$ cat config.mk
export PLATFORM = sky130hd
export DESIGN_NAME = rf_spi_txn_ctrl
export DESIGN_NICKNAME = d
export VERILOG_FILES = /design/src/rtl/rf_spi_txn_ctrl.sv
export SDC_FILE = /design/constraint.sdc
export NUM_CORES = 1
export LEC_CHECK = 0
export ABC_CLOCK_PERIOD_IN_PS = 2700
export CAP_MARGIN = 20
export CELL_PAD_IN_SITES_DETAIL_PLACEMENT = 2
export CELL_PAD_IN_SITES_GLOBAL_PLACEMENT = 2
export CORE_ASPECT_RATIO = 1.5
export CORE_MARGIN = 2
export CORE_UTILIZATION = 30
export CTS_CLUSTER_DIAMETER = 40
export DETAILED_ROUTE_END_ITERATION = 10
export MAX_ROUTING_LAYER = met4
export PLACE_DENSITY_LB_ADDON = 0.25
export SYNTH_ARGS = -nofsm -noshare
export SYNTH_HDL_FRONTEND = slang
export SYNTH_SLANG_ARGS = --single-unit
$ cat constraint.sdc
create_clock -name clk -period 2.7 [get_ports clk]
set_clock_uncertainty 0.1 [all_clocks]
set_input_delay 0.405 -clock clk [delete_from_list [all_inputs] [get_ports clk]]
set_output_delay 0.405 -clock clk [all_outputs]
set_load 0.01 [all_outputs]
$ cat src/rtl/rf_spi_txn_ctrl.sv
// -----------------------------------------------------------------------------
// rf_spi_txn_ctrl
//
// Sequences one RF register transaction on top of a byte-level SPI engine:
// an opcode byte, then 0..MAX_LEN data bytes (written from the host byte
// stream or read back into rd_data). Chip select is held low across the whole
// transaction via spi_hold_csn. After each transaction, CSN stays high for a
// fixed guard gap.
//
// Optional feature (define RF_TXN_TIMEOUT_EN): an abort timer runs while the
// block waits for spi_done. Without the macro the block waits forever and
// txn_err is tied to 0.
//
// Parameters
//   MAX_LEN     max data bytes per transaction; a larger cmd_len is clamped
//   GAP_CYC     clk cycles spent in the inter-transaction gap (minimum 1)
//   TIMEOUT_CYC cycles from spi_start to abort (RF_TXN_TIMEOUT_EN only)
//
// Ports
//   clk, rstn                  clock (rising edge), async active-low reset
//   cmd_valid/cmd_ready        host command handshake
//   cmd_opcode/cmd_len/cmd_rd  command byte, data byte count, 1 = read
//   wr_data/wr_valid/wr_pop    host write byte stream; wr_pop = byte consumed
//   rd_data/rd_valid           read byte with 1-cycle valid pulse
//   status                     RX byte captured during the opcode byte
//   txn_done/txn_err           end-of-transaction pulse, abort flag
//   busy                       command accepted until end of gap
//   spi_start/spi_tx_byte/spi_hold_csn   requests to the byte engine
//   spi_rx_byte/spi_done/spi_busy        responses from the byte engine
// -----------------------------------------------------------------------------
module rf_spi_txn_ctrl #(
  parameter int MAX_LEN     = 32,
  parameter int GAP_CYC     = 20,
  parameter int TIMEOUT_CYC = 4096
) (
  input  logic       clk,
  input  logic       rstn,
  input  logic       cmd_valid,
  output logic       cmd_ready,
  input  logic [7:0] cmd_opcode,
  input  logic [5:0] cmd_len,
  input  logic       cmd_rd,
  input  logic [7:0] wr_data,
  input  logic       wr_valid,
  output logic       wr_pop,
  output logic [7:0] rd_data,
  output logic       rd_valid,
  output logic [7:0] status,
  output logic       txn_done,
  output logic       txn_err,
  output logic       busy,
  output logic       spi_start,
  output logic [7:0] spi_tx_byte,
  output logic       spi_hold_csn,
  input  logic [7:0] spi_rx_byte,
  input  logic       spi_done,
  input  logic       spi_busy
);

  localparam logic [5:0] LEN_MAX    = 6'(MAX_LEN);
  // The gap counter runs 0..GAP_LAST; one cycle in GAP per count value.
  localparam int         GAP_LAST_I = (GAP_CYC > 1) ? GAP_CYC - 1 : 0;
  localparam int         GW         = $clog2(GAP_LAST_I + 2);
  localparam logic [GW-1:0] GAP_LAST = GW'(GAP_LAST_I);

`ifdef RF_TXN_TIMEOUT_EN
  localparam int         TW       = $clog2(TIMEOUT_CYC + 1);
  localparam logic [TW-1:0] TMO_LAST = TW'(TIMEOUT_CYC - 1);
  logic [TW-1:0] tmo_cnt_reg;
`endif

  typedef enum logic [2:0] {
    IDLE,
    OPC,
    OPC_WAIT,
    DAT,
    DAT_WAIT,
    GAP
  } state_t;

  state_t        state_reg;
  logic [7:0]    opcode_reg;
  logic [5:0]    len_reg;
  logic          rd_reg;
  logic [5:0]    cnt_reg;      // data bytes completed so far
  logic [GW-1:0] gap_cnt_reg;

  logic [5:0] len_clamped;
  assign len_clamped = (cmd_len > LEN_MAX) ? LEN_MAX : cmd_len;

  always_ff @(posedge clk or negedge rstn) begin
    if (!rstn) begin
      state_reg    <= IDLE;
      opcode_reg   <= '0;
      len_reg      <= '0;
      rd_reg       <= 1'b0;
      cnt_reg      <= '0;
      gap_cnt_reg  <= '0;
      cmd_ready    <= 1'b0;
      wr_pop       <= 1'b0;
      rd_data      <= '0;
      rd_valid     <= 1'b0;
      status       <= '0;
      txn_done     <= 1'b0;
      txn_err      <= 1'b0;
      busy         <= 1'b0;
      spi_start    <= 1'b0;
      spi_tx_byte  <= '0;
      spi_hold_csn <= 1'b0;
`ifdef RF_TXN_TIMEOUT_EN
      tmo_cnt_reg  <= '0;
`endif
    end else begin
      // Single-cycle pulses default low every cycle.
      spi_start <= 1'b0;
      wr_pop    <= 1'b0;
      rd_valid  <= 1'b0;
      txn_done  <= 1'b0;
      txn_err   <= 1'b0;

      case (state_reg)
        IDLE: begin
          if (cmd_valid && cmd_ready) begin
            opcode_reg   <= cmd_opcode;
            len_reg      <= len_clamped;
            rd_reg       <= cmd_rd;
            cnt_reg      <= '0;
            cmd_ready    <= 1'b0;
            busy         <= 1'b1;
            spi_hold_csn <= 1'b1;
            state_reg    <= OPC;
          end else begin
            // cmd_ready is registered, so it first rises one edge after reset.
            cmd_ready <= !spi_busy;
          end
        end

        OPC: begin
          if (!spi_busy) begin
            spi_start   <= 1'b1;
            spi_tx_byte <= opcode_reg;
            state_reg   <= OPC_WAIT;
`ifdef RF_TXN_TIMEOUT_EN
            tmo_cnt_reg <= '0;
`endif
          end
        end

        OPC_WAIT: begin
          if (spi_done) begin
            status <= spi_rx_byte;
            if (len_reg == 6'd0) begin
              spi_hold_csn <= 1'b0;
              txn_done     <= 1'b1;
              gap_cnt_reg  <= '0;
              state_reg    <= GAP;
            end else begin
              state_reg <= DAT;
            end
          end
`ifdef RF_TXN_TIMEOUT_EN
          else if (tmo_cnt_reg == TMO_LAST) begin
            spi_hold_csn <= 1'b0;
            txn_done     <= 1'b1;
            txn_err      <= 1'b1;
            gap_cnt_reg  <= '0;
            state_reg    <= GAP;
          end else begin
            tmo_cnt_reg <= tmo_cnt_reg + 1'b1;
          end
`endif
        end

        DAT: begin
          // A write waits here with CSN held until the host offers a byte;
          // the abort timer is not running in this state.
          if (!spi_busy && (rd_reg || wr_valid)) begin
            spi_start   <= 1'b1;
            wr_pop      <= !rd_reg;
            spi_tx_byte <= rd_reg ? 8'hFF : wr_data;
            state_reg   <= DAT_WAIT;
`ifdef RF_TXN_TIMEOUT_EN
            tmo_cnt_reg <= '0;
`endif
          end
        end

        DAT_WAIT: begin
          if (spi_done) begin
            if (rd_reg) begin
              rd_data  <= spi_rx_byte;
              rd_valid <= 1'b1;
            end
            cnt_reg <= cnt_reg + 6'd1;
            if (cnt_reg + 6'd1 == len_reg) begin
              spi_hold_csn <= 1'b0;
              txn_done     <= 1'b1;
              gap_cnt_reg  <= '0;
              state_reg    <= GAP;
            end else begin
              state_reg <= DAT;
            end
          end
`ifdef RF_TXN_TIMEOUT_EN
          else if (tmo_cnt_reg == TMO_LAST) begin
            spi_hold_csn <= 1'b0;
            txn_done     <= 1'b1;
            txn_err      <= 1'b1;
            gap_cnt_reg  <= '0;
            state_reg    <= GAP;
          end else begin
            tmo_cnt_reg <= tmo_cnt_reg + 1'b1;
          end
`endif
        end

        GAP: begin
          // Leave only after the full gap and once the engine has gone idle,
          // so the next transaction cannot start on a still-busy engine.
          if (gap_cnt_reg >= GAP_LAST && !spi_busy) begin
            busy      <= 1'b0;
            cmd_ready <= 1'b1;
            state_reg <= IDLE;
          end else if (gap_cnt_reg < GAP_LAST) begin
            gap_cnt_reg <= gap_cnt_reg + 1'b1;
          end
        end

        default: state_reg <= IDLE;
      endcase
    end
  end

endmodule

# Yosys cells after proc, flatten, opt, wreduce, memory -nomap -nowiden
# Cells that the tools add are included.
# totals
regBits	60
latch_bits	0
ram_bits	0
mem_bits_ro	0
inputBits	37
word_cells	108
memories	0
# op_classes
add_sub_neg	2
mul	0
div_mod_pow	0
magnitude_cmp	3
eq_ne	16
shift	0
mux	48
bitwise_logic	0
n_reduce_logical	23
# ops
operator	count
$mux 5	6
$mux 3	8
$mux 8	3
$ne 2x2->1 const B	10
$mux 1	19
$mux 6	3
$pmux 3 s6	1
$pmux 8 s2	1
$pmux 5 s3	1
$pmux 6 s2	1
$reduce_and 3->1	4
$reduce_and 6->1	2
$pmux 1 s2	4
$reduce_and 7->1	1
$add 6x1->6 const B	1
$eq 3x2->1 const B	2
$eq 3x3->1 const B	2
$eq 6x6->1	1
$gt 6x6->1 const B	1
$logic_not 6->1	1
$reduce_and 2->1	3
$reduce_bool 2->1	3
$reduce_bool 3->1	2
$add 5x1->5 const B	1
other kinds (8)	11

# Longest topological paths before layout
# logic_depth
depth_word	5
ltp_mapped	7
mapped_depth_nobuf	6

# Worst setup path after synthesis
# OpenSTA, ideal clock, no wires.
# synth_path
path_kind	flip-flop to flip-flop
startpoint	register len_reg[3]
endpoint	register gap_cnt_reg[3]
arrival_time_ps	1720
required_ps	2458
slack_ps	738
path_stages_with_launch	6
n_path_buf	0
synth_period_minus_slack_ps	1962
path_cell_list	dfrtp_1 > or4_4 > o31a_1 > a211oi_4 > and3_1 > a21oi_1
# synth_between
elab_chain_len	3
word_cells_on_any_way	5
cone_classes	eq/ne (3); reduce/logical (2)
# synth_rtl
item	line_no	source
start: declaration	83	logic [5:0] len_reg;
start signal: assignment	125	len_reg <= len_clamped;
$eq 6x6->1 or $logic_not 6->1 (tied branches)	195, 152	
$ne 2x2->1 (no line)	n/a	
$reduce_and 7->1 (no line) (*)	n/a	
end signal: assignment	225	gap_cnt_reg <= gap_cnt_reg + 1'b1;
end: declaration	86	logic [GW-1:0] gap_cnt_reg;
# Every way passes the cells marked *; elsewhere a longest branch is shown, timed or not.
# A chain may end at the register's enable or synchronous reset.

# Final worst setup path
# layout_path
startpoint	register gap_cnt_reg[0]
endpoint	register gap_cnt_reg[3]
# layout_between
elab_chain_len	4
word_cells_on_any_way	10
cone_classes	add/sub (1); order compare (2); eq/ne (2); mux (3); reduce/logical (2)
# layout_rtl
item	line_no
$add 5x1->5 or $ge 5x5->1 (tied branches)	225, 220
$mux 5 or $logic_and 1x1->1 (tied branches)	224, 220
$mux 5 or $ne 2x2->1 (tied branches)	n/a
$pmux 5 s3 or $reduce_and 7->1 (tied branches)	n/a
# Parallel ways exist; a longest one is shown, timed or not. The select of a mux whose other input is x is not followed.

==> run_results.csv <==
group,metric,value,unit
outcome,status,"completed",
clocking,clock-sinks,60,
route,num_vias,2591,
synthesis,synthTopCellsByArea,"dfrtp_1, nand2_1, mux2_2",
cells_and_area,antenna_cells,0,
timing,timing.final.crit_share,88.6,%
power_and_ir_drop,swShare,33.6,%
cells_and_area,areaGrowthSynthToFinish,39.9,%
critical_path,cp.required,2.85,ns
critical_path,arrival,2.54,ns
timing,whs,0.379,ns
placed_design,numPortBuffers,67,
synthesis,synth_warnings,0,
die,die_w,84.7,µm
synthesis,ys_types,51,
route,drt_first_pass_iters,4,
critical_path,worstSetupPathDepth,6,
critical_path,cp-end-kind,"register",
power_and_ir_drop,combPwrFrac,37.1,%
timing,setup_viol,0,
die,start_util,30.6,%
power_and_ir_drop,ir_drop,0.450,mV
grt,grt_use_total,18.8,%
critical_path,path_cells,"ha_1 -> a2111oi_0 -> nor3_1 -> nor4_2 -> a41oi_1 -> a21oi_1",
cells_and_area,nets,425,
grt,grt_first_pass_wirelength,15.1,mm
die,die-area,0.0106,mm²
grt,antenna_found_initial,0,
route,drc,0,
grt,grt_pass1_vias,2923,
placed_design,dp_hpwl,6.60,mm
power_and_ir_drop,power_frac_clock,27.5,%
power_and_ir_drop,power_density,1050,mW/mm²
critical_path,worst_r2r_path_depth,6,
job,drv_cap,0,
power_and_ir_drop,intPower,2.86,mW
clocking,post_cts_resized,0,
clocking,htreeDepth,3,
synthesis,ys_seq_elements,60,
critical_path,crit_family,"compound AO/OA/AOI/OAI gates",
die,core,0.00958,mm²
clocking,cts.clk_slew.worst_paths,0.05,ns
synthesis,synth_cells,308,
timing,fmaxAchievable,0.418,GHz
critical_path,crit_slowest_cell,"a2111oi_0",
route,wl,9.07,mm
placed_design,place_congestion,0.754,
clocking,cts-root-buf,"clkbuf_16",
synthesis,synth_nets,347,
synthesis,yosysTopAreaCell,"dfrtp_1",
synthesis,synth-async-reset-ratio,100,%
timing,fin_crit,2.39,ns
clocking,cts_buffers,9,
synthesis,synth_seq_area_share,51.3,%
timing,rsz0062_at_grt,"no",
synthesis,yosys-top-cells-count,"nand2_1, dfrtp_1, o21ai_0",
timing,worst_pin_slew,0.654,ns
synthesis,yosysMostFrequentCell,"nand2_1",
critical_path,crit_type,"reg -> reg",
critical_path,start_kind,"register",
critical_path,cp.buffers_inverters,0,
hold_path,hold_class,"reg -> reg",
power_and_ir_drop,switchingPower,1.45,mW
synthesis,synth_area,0.00293,mm²
critical_path,worst-path-max-fanout,7,
die,ioPinCount,69,
clocking,clockBufferDepth,2,
timing,drv_slew,0,
synthesis,yosysTopAreaCellShare,51.3,%
route,viasPerCell,5.14,
die,std_cell_rows,44,
clocking,cts_tree,"built",
synthesis,synth_edf_count,0,
route,drt_iter0_drc,85,
route,wl_per_cell,18.0,µm
grt,grt_max_degree,28,
grt,grt_overflow,0,
synthesis,syn_area_per_cell,9.51,µm²
clocking,clk_latency,0.32,ns
timing,slew_headroom,55.3,%
die,die_h,125,µm
hold_path,hold_depth,2,
power_and_ir_drop,pwr-share-seq,35.5,%
cells_and_area,drive_gt1_share,13.9,%
synthesis,ys.flop_type,"dfrtp_1",
timing,fin_setup_tns,0,ns
route,ant_nets,0,
power_and_ir_drop,leakage,1.86,nW
critical_path,max_stage_delay,0.54,ns
timing,hold_viol,0,
==> metrics by stage <==
step                      power, mW  instances  instance area [µm²]  setup slack [ns]  utilization, %
final                          4.30        504                 4100             0.309            42.8
after global placement         3.08        489                 3780             0.313            39.4
after global routing           4.62        504                 4100            0.0564            42.8
after detailed placement       3.15        489                 3780             0.298            39.4
after CTS                      4.39        504                 4100             0.252            42.8
after floorplan                2.35        308                 2930             0.738               -
==> area by class of cell <==
| cell class | count | area [µm²] |
|---|---|---|
| clock buffer | 13 | 280 |
| fill | 1075 | 5480 |
| timing repair buffer | 81 | 773 |
| multi-input combinational | 229 | 1350 |
| inverter | 5 | 18.8 |
| tap | 115 | 144 |
| sequential | 60 | 1500 |
| clock inverter | 1 | 30.0 |
==> kinds of logic (layout without fill, tap and decap cells) <==
logic type	Yosys count	after routing	share of synthesized area, %
xor+xnor	6	6	1.79
buf+inv	19	100	2.69
compound gates	56	56	13.0
mux	17	17	6.54
fa+ha+maj	2	2	0.854
flops	60	60	51.3
simple gates	147	147	23.7
other cells	1	1	0.128
==> final timing paths <==
check,from,to,slack (ns)
min in group asynchronous,rstn,len_reg[5]$_DFFE_PN0P_,0.46
hold / removal,status[6]$_DFFE_PN0P_,status[6]$_DFFE_PN0P_,0.38
hold reg to reg,status[6]$_DFFE_PN0P_,status[6]$_DFFE_PN0P_,0.38
setup reg to reg,gap_cnt_reg[0]$_DFFE_PN0P_,gap_cnt_reg[3]$_DFFE_PN0P_,0.31
setup / recovery,gap_cnt_reg[0]$_DFFE_PN0P_,gap_cnt_reg[3]$_DFFE_PN0P_,0.31
max in group asynchronous,rstn,cnt_reg[1]$_DFFE_PN0P_,1.31
==> per-layer routing <==
metal  up-vias  track usage, %  share of wire, %
met4         0            6.82               1.7
met2        42            32.7                55
met1      1318            20.7                40
met3         9            4.55               2.9
met5         -               -                 0
li1       1222               -                 -
==> repair_timing <==
action | CTS | global route
hold endpoints to repair | 16 | 0
buffers inserted | 0 | 0
hold buffers | 1 | 0
==> cells in the final DEF (no fill, tap or decap), drive strengths merged, types with 3 or more instances in the layout <==
master,instances
inv,5
nand3,4
nand2,86
o21ai,21
nor3,8
nand3b,8
mux2,17
dfrtp,60
clkbuf,13
nor3b,5
a21oi,6
a31oi,4
buf,14
a211oi,3
nor2,16
nor4,4
and2,4
o31ai,3
xnor2,4
clkdlybuf4s50,66
==> worst register-to-register path: stages, from the launching register on <==
cell and delay (ns):
dfrtp_1 0.44, ha_1 0.29, a2111oi_0 0.54, nor3_1 0.16
nor4_2 0.48, a41oi_1 0.18, a21oi_1 0.13
==> power by group through the flow <==
stage               Clock [mW]  Sequential, mW  Combinational, mW
finish                    1.18            1.53               1.60
global placement             0            1.53               1.55
detailed placement           0            1.54               1.61
CTS                       1.22            1.53               1.64
floorplan                    0            1.50              0.843
global route              1.25            1.59               1.78
Note: power is estimated with default switching activity, not from simulation.
